$ cat src/rtl/threshold_ctrl.sv
// threshold_ctrl: frame sequencer for the Canny back end. Starts the
// double-threshold stage with frame-stable thresholds, chains into the
// hysteresis stage, acknowledges the frame upstream, and owns the
// programmable HIGH/LOW registers, a per-stage watchdog and a frame counter.
module threshold_ctrl #(
   parameter int unsigned PIX_WIDTH = 8,
   parameter int unsigned DEF_HIGH  = 100,
   parameter int unsigned DEF_LOW   = 50,
   parameter int unsigned TIMEOUT   = 1048576,
   parameter int unsigned CNT_WIDTH = 16
) (
   input  logic                 clk,
   input  logic                 rst,
   input  logic                 cfg_wr,
   input  logic                 cfg_sel,
   input  logic [PIX_WIDTH-1:0] cfg_data,
   output logic                 cfg_err,
   input  logic                 thin_val,
   output logic                 thin_ack,
   output logic                 dt_start,
   output logic [PIX_WIDTH-1:0] dt_high,
   output logic [PIX_WIDTH-1:0] dt_low,
   input  logic                 dual_val,
   output logic                 hyst_start,
   input  logic                 hyst_done,
   output logic                 busy,
   output logic [CNT_WIDTH-1:0] frame_cnt,
   output logic                 timeout_err
);

   localparam int unsigned WD_WIDTH = (TIMEOUT > 1) ? $clog2(TIMEOUT) : 1;
   localparam int unsigned ST_WIDTH = 3;

   localparam logic [ST_WIDTH-1:0] S_IDLE     = 3'd0;
   localparam logic [ST_WIDTH-1:0] S_START_DT = 3'd1;
   localparam logic [ST_WIDTH-1:0] S_WAIT_DT  = 3'd2;
   localparam logic [ST_WIDTH-1:0] S_START_HY = 3'd3;
   localparam logic [ST_WIDTH-1:0] S_WAIT_HY  = 3'd4;
   localparam logic [ST_WIDTH-1:0] S_DONE     = 3'd5;

   logic [ST_WIDTH-1:0]  r_state;
   logic [ST_WIDTH-1:0]  w_next;
   logic                 w_timeout;
   logic                 w_dt_start;
   logic                 w_hyst_start;
   logic                 w_thin_ack;
   logic                 w_busy;
   logic                 w_latch;
   logic                 w_wd_clr;
   logic                 w_wd_run;
   logic                 w_count;

   logic                 r_dual_q;
   logic                 w_dual_rise;
   logic [WD_WIDTH-1:0]  r_wd_cnt;
   logic                 w_wd_expired;
   logic                 r_drop;

   logic [PIX_WIDTH-1:0] r_act_high;
   logic [PIX_WIDTH-1:0] r_act_low;
   logic                 w_cfg_ok;

   assign w_dual_rise  = dual_val & ~r_dual_q;
   assign w_wd_expired = (r_wd_cnt == WD_WIDTH'(TIMEOUT - 1));
   assign w_cfg_ok     = cfg_sel ? (cfg_data >= r_act_low) : (cfg_data <= r_act_high);

   // State register
   always_ff @(posedge clk) begin
      if (rst) begin
         r_state <= S_IDLE;
      end else begin
         r_state <= w_next;
      end
   end

   // Next-state logic; the awaited event wins over a coincident watchdog expiry
   always_comb begin
      w_next    = r_state;
      w_timeout = 1'b0;
      case (r_state)
         S_IDLE: begin
            if (thin_val) w_next = S_START_DT;
         end
         S_START_DT: w_next = S_WAIT_DT;
         S_WAIT_DT: begin
            if (w_dual_rise) begin
               w_next = S_START_HY;
            end else if (w_wd_expired) begin
               w_next    = S_DONE;
               w_timeout = 1'b1;
            end
         end
         S_START_HY: w_next = S_WAIT_HY;
         S_WAIT_HY: begin
            if (hyst_done) begin
               w_next = S_DONE;
            end else if (w_wd_expired) begin
               w_next    = S_DONE;
               w_timeout = 1'b1;
            end
         end
         S_DONE:  w_next = S_IDLE;
         default: w_next = S_IDLE;
      endcase
   end

   // Output decode from the next state so the registered pulses line up with the state
   always_comb begin
      w_dt_start   = 1'b0;
      w_hyst_start = 1'b0;
      w_thin_ack   = 1'b0;
      w_busy       = 1'b0;
      w_latch      = 1'b0;
      w_wd_clr     = 1'b0;
      w_wd_run     = 1'b0;
      w_count      = 1'b0;
      w_dt_start   = (w_next == S_START_DT);
      w_hyst_start = (w_next == S_START_HY);
      w_thin_ack   = (w_next == S_DONE);
      w_busy       = (w_next != S_IDLE);
      w_latch      = (r_state == S_IDLE) && (w_next == S_START_DT);
      w_wd_clr     = (r_state == S_START_DT) || (r_state == S_START_HY);
      w_wd_run     = (r_state == S_WAIT_DT) || (r_state == S_WAIT_HY);
      w_count      = (r_state == S_DONE) && !r_drop;
   end

   // Registered handshake and status outputs
   always_ff @(posedge clk) begin
      if (rst) begin
         dt_start   <= 1'b0;
         hyst_start <= 1'b0;
         thin_ack   <= 1'b0;
         busy       <= 1'b0;
      end else begin
         dt_start   <= w_dt_start;
         hyst_start <= w_hyst_start;
         thin_ack   <= w_thin_ack;
         busy       <= w_busy;
      end
   end

   // Active threshold registers with ordering check; rejected writes flag cfg_err
   always_ff @(posedge clk) begin
      if (rst) begin
         r_act_high <= PIX_WIDTH'(DEF_HIGH);
         r_act_low  <= PIX_WIDTH'(DEF_LOW);
         cfg_err    <= 1'b0;
      end else begin
         cfg_err <= cfg_wr & ~w_cfg_ok;
         if (cfg_wr && w_cfg_ok) begin
            if (cfg_sel) r_act_high <= cfg_data;
            else         r_act_low  <= cfg_data;
         end
      end
   end

   // Shadow thresholds take the pre-write active values at frame start
   always_ff @(posedge clk) begin
      if (rst) begin
         dt_high <= PIX_WIDTH'(DEF_HIGH);
         dt_low  <= PIX_WIDTH'(DEF_LOW);
      end else if (w_latch) begin
         dt_high <= r_act_high;
         dt_low  <= r_act_low;
      end
   end

   // Watchdog: cleared entering a wait state, counts while waiting
   always_ff @(posedge clk) begin
      if (rst) begin
         r_wd_cnt <= '0;
      end else if (w_wd_clr) begin
         r_wd_cnt <= '0;
      end else if (w_wd_run) begin
         r_wd_cnt <= r_wd_cnt + WD_WIDTH'(1);
      end
   end

   // Frame counter, sticky timeout flag, drop flag and dual_val edge history
   always_ff @(posedge clk) begin
      if (rst) begin
         frame_cnt   <= '0;
         timeout_err <= 1'b0;
         r_drop      <= 1'b0;
         r_dual_q    <= 1'b0;
      end else begin
         r_dual_q <= dual_val;
         if (w_timeout) begin
            timeout_err <= 1'b1;
            r_drop      <= 1'b1;
         end else if (r_state == S_DONE) begin
            r_drop <= 1'b0;
         end
         if (w_count) begin
            frame_cnt <= frame_cnt + CNT_WIDTH'(1);
         end
      end
   end

endmodule

$ cat config.mk
export PLATFORM = sky130hd
export DESIGN_NAME = threshold_ctrl
export DESIGN_NICKNAME = d
export VERILOG_FILES = /design/src/rtl/threshold_ctrl.sv
export SDC_FILE = /design/constraint.sdc
export NUM_CORES = 1
export LEC_CHECK = 0
export BUFFER_PORTS_ARGS = -buffer_cell sky130_fd_sc_hd__buf_2
export CELL_PAD_IN_SITES_DETAIL_PLACEMENT = 2
export CELL_PAD_IN_SITES_GLOBAL_PLACEMENT = 2
export CORE_ASPECT_RATIO = 1.25
export CORE_MARGIN = 1
export CORE_UTILIZATION = 34
export CTS_CLUSTER_SIZE = 25
export DETAILED_ROUTE_END_ITERATION = 6
export PLACE_DENSITY = 0.87
export SKIP_LAST_GASP = 1
export SYNTH_ARGS = -nofsm -noshare
export SYNTH_HDL_FRONTEND = slang
export SYNTH_SLANG_ARGS = --single-unit
$ cat constraint.sdc
create_clock -name clk -period 2.7 [get_ports clk]
set_input_delay 0.54 -clock clk [delete_from_list [all_inputs] [get_ports clk]]
set_output_delay 0.54 -clock clk [all_outputs]
set_load 0.02 [all_outputs]
### After elaboration in Yosys (flattened, before gate mapping)

Cells that the tools add are included.

* register bits: 79
* input bits: 15
* output and inout port bits: 38
* word-level logic and storage cells: 57

* $add $sub $neg: 2
* order comparisons: 2
* equality and inequality tests: 9
* multiplexer cells: 12
* bitwise operators: 5
* reduce and logical (&&, ||, !) cells: 12

Operators by type and width (count)
* adder 20 x 1 -> 20 bit, second input constant: 1
* equality test 20 bit, second input constant: 1
* adder 16 x 1 -> 16 bit, second input constant: 1
* one-hot mux 3 bit (5 select lines): 1
* two-way mux 3 bit: 4
* equality test 3 x 2 -> 1 bit, second input constant: 3
* equality test 3 bit, second input constant: 3
* greater-or-equal comparator 8 bit: 1
* <= comparator 8 bit: 1
* equality test 3 x 1 -> 1 bit, second input constant: 2
* two-way mux 1 bit: 6
* AND reduction 2 bit: 2
* logical AND 1 bit: 3
* zero test 3 bit: 1
* inverter 1 bit: 3
* nonzero test 3 bit: 1
* bitwise AND 1 bit: 2
* logical OR 1 bit: 2
* one-hot mux 1 bit (2 select lines): 1
* nonzero test 2 bit: 1
* OR reduction 2 bit: 1
* zero test 1 bit: 1

### Logic depth before layout (Yosys ltp)

* depth in word-level cells: 6
* mapped depth: 8
* mapped depth without buffers: 7

### Worst setup path after synthesis

Ideal clock, no wire load.

* path type: input -> register
* start point: in cfg_data[1]
* end point: reg r_act_low[0]
* setup time: 126 ps
* arrival time: 2108 ps
* data required time: 2574 ps
* path slack: 466 ps
* stages on the path: 7
* buffers on the path: 1
* cells stage by stage: ha_1 nor2b_1 o211ai_1 a211oi_1 or4b_2 clkbuf_1 mux2i_1

* longest elaborated chain between the ends: 4
* elaborated cells between the ends (all ways): 5
* those cells by class: 2 x order compare; 1 x mux; 2 x reduce/logical

RTL lines
* from (decl): line 16 `input logic [PIX_WIDTH-1:0] cfg_data,`
* <= comparator 8 bit or greater-or-equal comparator 8 bit (tied branches): line 65 `assign w_cfg_ok = cfg_sel ? (cfg_data >= r_act_low) : (cfg_data <= r_act_high);`
* two-way mux 1 bit (*): line 65
* logical AND 1 bit (*): line 150 `if (cfg_wr && w_cfg_ok) begin`
* AND reduction 2 bit (no line) (*)
* to (signal assigned): line 146 `r_act_low <= PIX_WIDTH'(DEF_LOW);`
* to (signal assigned): line 152 `else r_act_low <= cfg_data;`
* to (decl): line 60 `logic [PIX_WIDTH-1:0] r_act_low;`

Mark *: on every way between the ends. The rest lies on a longest branch, timed or not.
A chain may end at the register's enable or synchronous reset.

### Final worst setup path

* start point: reg r_act_high[1]
* end point: reg r_act_low[5]

* longest elaborated chain between the ends: 4

RTL lines
* from (decl): line 59 `logic [PIX_WIDTH-1:0] r_act_high;`
* from (signal assigned): line 145 `r_act_high <= PIX_WIDTH'(DEF_HIGH);`
* from (signal assigned): line 151 `if (cfg_sel) r_act_high <= cfg_data;`
* <= comparator 8 bit: line 65
* two-way mux 1 bit: line 65
* logical AND 1 bit: line 150
* AND reduction 2 bit (no line)

No other way between the ends.

==> run_results.csv <==
group,metric,value,unit
routing,ant_nets,0,
placement,gp_congestion,0.746,
logic_synthesis,yosysTopAreaCellShare,42.3,%
global_routing,grt.overflow.total,0,
timing,tns,0,ns
worst_setup_path,cp.arrival,2.41,ns
placement,post-place-ws,0.240,ns
routing,avgViaCountPerCell,5.10,
routing,wl,10500,µm
die,dieArea,11400,µm²
worst_setup_path,r2r_slack,0.51,ns
placement,placed_cell_area,4150,µm²
clocking,ctsHoldBuffers,0,
global_routing,grt_first_pass_wirelength,17000,µm
logic_synthesis,yosysTopAreaCell,"dfxtp_1",
global_routing,grt_max_degree,43,
worst_setup_path,slowest_stage,"or4b_2",
global_routing,grt_util_all_layers,19.6,%
pwr,total_power,2670,µW
timing,period_needed,2.19,ns
routing,first_pass_iters,4,
timing,max_slew_margin,58.8,%
die,row_count,42,
timing,fin_worst_skew,0.0118,ns
status,outcome,"finished, final reports clean",
final_layout,num-nets-final,522,
final_layout,insertedDiodeCount,0,
routing,num_vias,3190,
timing,rsz0062_at_grt,"false",
clocking,clkTransAtPathRegs,0.07,ns
timing,setup_ws,0.506,ns
worst_setup_path,crit_path_max_fanout,4,
clocking,clockBufferDepth,2,
logic_synthesis,netlist_top_cells_count,"79 x dfxtp_1, 56 x nor2_1, 55 x nand2_1, 27 x a21oi_1",
logic_synthesis,synth.distinct_cells,46,
final_layout,drive_gt1_share,17.0,%
logic_synthesis,synth_flop_cell,"dfxtp_1",
final_layout,areaGrowthSynthToFinish,18.5,%
logic_synthesis,synth_most_common_cell,"dfxtp_1",
final_layout,fin_area,4430,µm²
final_layout,multi_input_area,2000,µm²
clocking,cts_tree,"done",
job,drv_cap,0,
pwr,ir_drop,0.272,mV
worst_setup_path,r2r_end,"r_act_low[5]$_SDFFE_PP1P_",
timing,report.final.setup_viol,0,
clocking,cts_resized,0,
final_layout,fillCellCount,1224,
worst_setup_path,crit_start,"r_act_high[1]$_SDFFE_PP0P_",
die,start_util,35.1,%
timing,drv_slew,0,
timing,period_share,81.3,%
timing,hold_viol,0,
logic_synthesis,ys_warn_count,0,
worst_setup_path,path_cells,"inv_1, ha_1, nor2b_1, o211ai_1, a211oi_1, or4b_2, mux2i_1",
routing,wl_per_cell,16.7,µm
timing,worst_pin_slew,0.616,ns
worst_setup_path,cp.required,2.92,ns
clocking,cts_buffers,9,
logic_synthesis,synth_area,3740,µm²
clocking,h-tree-depth,3,
die,core,10700,µm²
routing,drtIter0Drc,67,
pwr,powerDensity,602,nW/µm²
worst_setup_path,cp-endpoint,"r_act_low[5]$_SDFFE_PP1P_",
worst_setup_path,crit_type,"reg2reg",
die,fp.dieW,95.8,µm
min_path,min_path_type,"in2reg",
worst_setup_path,rr_worst_depth,7,
die,io_pins,53,
logic_synthesis,avgSynthCellArea,8.54,µm²
clocking,clock-root-buffer,"clkbuf_16",
logic_synthesis,synth_edf_count,0,
routing,drc,0,
clocking,cts.sinks,79,
worst_setup_path,max_stage_delay,0.73,ns
pwr,power_leakage,0.00185,µW
logic_synthesis,synthTopCellsByArea,"dfxtp_1 42%, ha_1 6.0%, nor2_1 5.6%",
logic_synthesis,ys_ff_latch,79,
final_layout,seq_area,1580,µm²
worst_setup_path,start_kind,"register",
clocking,clock_latency,0.34,ns
worst_setup_path,r2r_start,"r_act_high[1]$_SDFFE_PP0P_",
logic_synthesis,syn-instance-count,438,
worst_setup_path,end_kind,"register",
logic_synthesis,seq_area_frac_synth,42.3,%
die,die_y,119,µm
clocking,post-cts-setup-buffer-count,0,
placement,port_buffers,52,
timing,max_freq,0.456,GHz
global_routing,antenna_found_initial,0,
logic_synthesis,syn_nets,471,
logic_synthesis,synthArstFlopShare,0,%
global_routing,grt_pass1_vias,3375,
placement,hpwlAfterDp,7530,µm
layout make-up:
| type | instances | share of cell area, % |
|---|---|---|
| Multi-Input combinational cell | 318 | 45.2 |
| Sequential cell | 79 | 35.7 |
| Timing Repair Buffer | 61 | 7.40 |
| Clock buffer | 9 | 5.08 |
| Tap cell | 132 | 3.73 |
| Inverter | 20 | 1.69 |
| Clock inverter | 7 | 1.24 |
registers in the layout (all words and copies together) (netlist names):
signal       count
dt_low           8
thin_ack         1
cfg_err          1
timeout_err      1
r_wd_cnt        20
r_state          3
dt_high          8
r_act_low        8
dt_start         1
r_drop           1
hyst_start       1
r_dual_q         1
r_act_high       8
busy             1
frame_cnt       16
cells by family (layout without fill, tap and decap cells):
logic type      after synthesis  after routing  synth area share, %
flops                        79             79                 42.3
xor+xnor                     30             30                 7.02
mux                          18             18                 4.85
simple gates                203            203                 27.7
fa+ha+maj                    18             18                 6.02
buf+inv                      41             97                 4.21
compound gates               49             49                 7.96
power breakdown:
group	internal [µW]	switching, µW	leakage [µW]
clock network	630	511	0.000132
logic	110	186	0.00108
registers	1200	27.9	0.000641
per-layer routing:
layer / wire length (µm) / vias up / part of all wire, % / GRT usage (%)
li1: - / 1575 / - / -
met1: 4190 / 1571 / 40 / 20.8
met2: 5850 / 33 / 56 / 37.3
met3: 293 / 11 / 2.8 / 4.15
met4: 124 / 0 / 1.2 / 6.16
met5: 0 / - / 0 / 0
cells in the final DEF, fill, tap and decap left out, types with 2 or more instances in the layout:
cell type   count
nand2_1        55
and4_1          5
nand3_1        14
or3_1           6
o211ai_1        3
inv_1          20
clkbuf_16       9
nor3b_1         3
nand3b_1        6
a211oi_1        2
a22oi_1         2
xor2_1         16
clkinvlp_4      2
and3_1          6
o21ai_0         5
ha_1           18
mux2i_1        17
nand2b_1       20
nor3_1          8
clkinv_4        2
dfxtp_1        79
a21oi_1        27
nand4_1         7
buf_2          52
buf_4           9
inv_6           2
nor2_1         56
xnor2_1        14
nor4_1          2
a21o_1          2
nor2b_1         6
worst max-delay path: cells and delay by family, from the launching register on:
kind                     cells  cell delay, ns
AND/OR/NAND/NOR              2            0.87
multiplexers                 1            0.16
adder cells (fa/ha/maj)      1            0.29
buffers and inverters        1            0.07
flip-flops                   1            0.37
AO/OA/AOI/OAI                2            0.31
per-stage QoR:
| step | cells | util, % | hold slack, ns |
|---|---|---|---|
| 2_1_floorplan | 438 | - | 0.436 |
| 3_3_place_gp | 610 | 38.9 | 0.442 |
| 3_5_place_dp | 610 | 38.9 | 0.453 |
| 4_1_cts | 626 | 41.5 | 0.450 |
| 6_report | 626 | 41.5 | 0.454 |
| 5_1_grt | 626 | 41.5 | 0.464 |
worst min-delay path by stage:
stage,start,endpoint,slack [ns],cells after the start
2_1_floorplan,r_drop$_SDFFE_PP0P_,r_drop$_SDFFE_PP0P_,0.44,2
3_3_place_gp,dt_low[7]$_SDFFE_PP0P_,dt_low[7]$_SDFFE_PP0P_,0.44,2
3_5_place_dp,dt_low[7]$_SDFFE_PP0P_,dt_low[7]$_SDFFE_PP0P_,0.45,2
4_1_cts,dual_val,r_dual_q$_SDFF_PP0_,0.45,2
5_1_grt,cfg_wr,cfg_err$_SDFF_PP0_,0.46,3
6_report,dual_val,r_dual_q$_SDFF_PP0_,0.45,2
(Power assumes the default switching activity.)
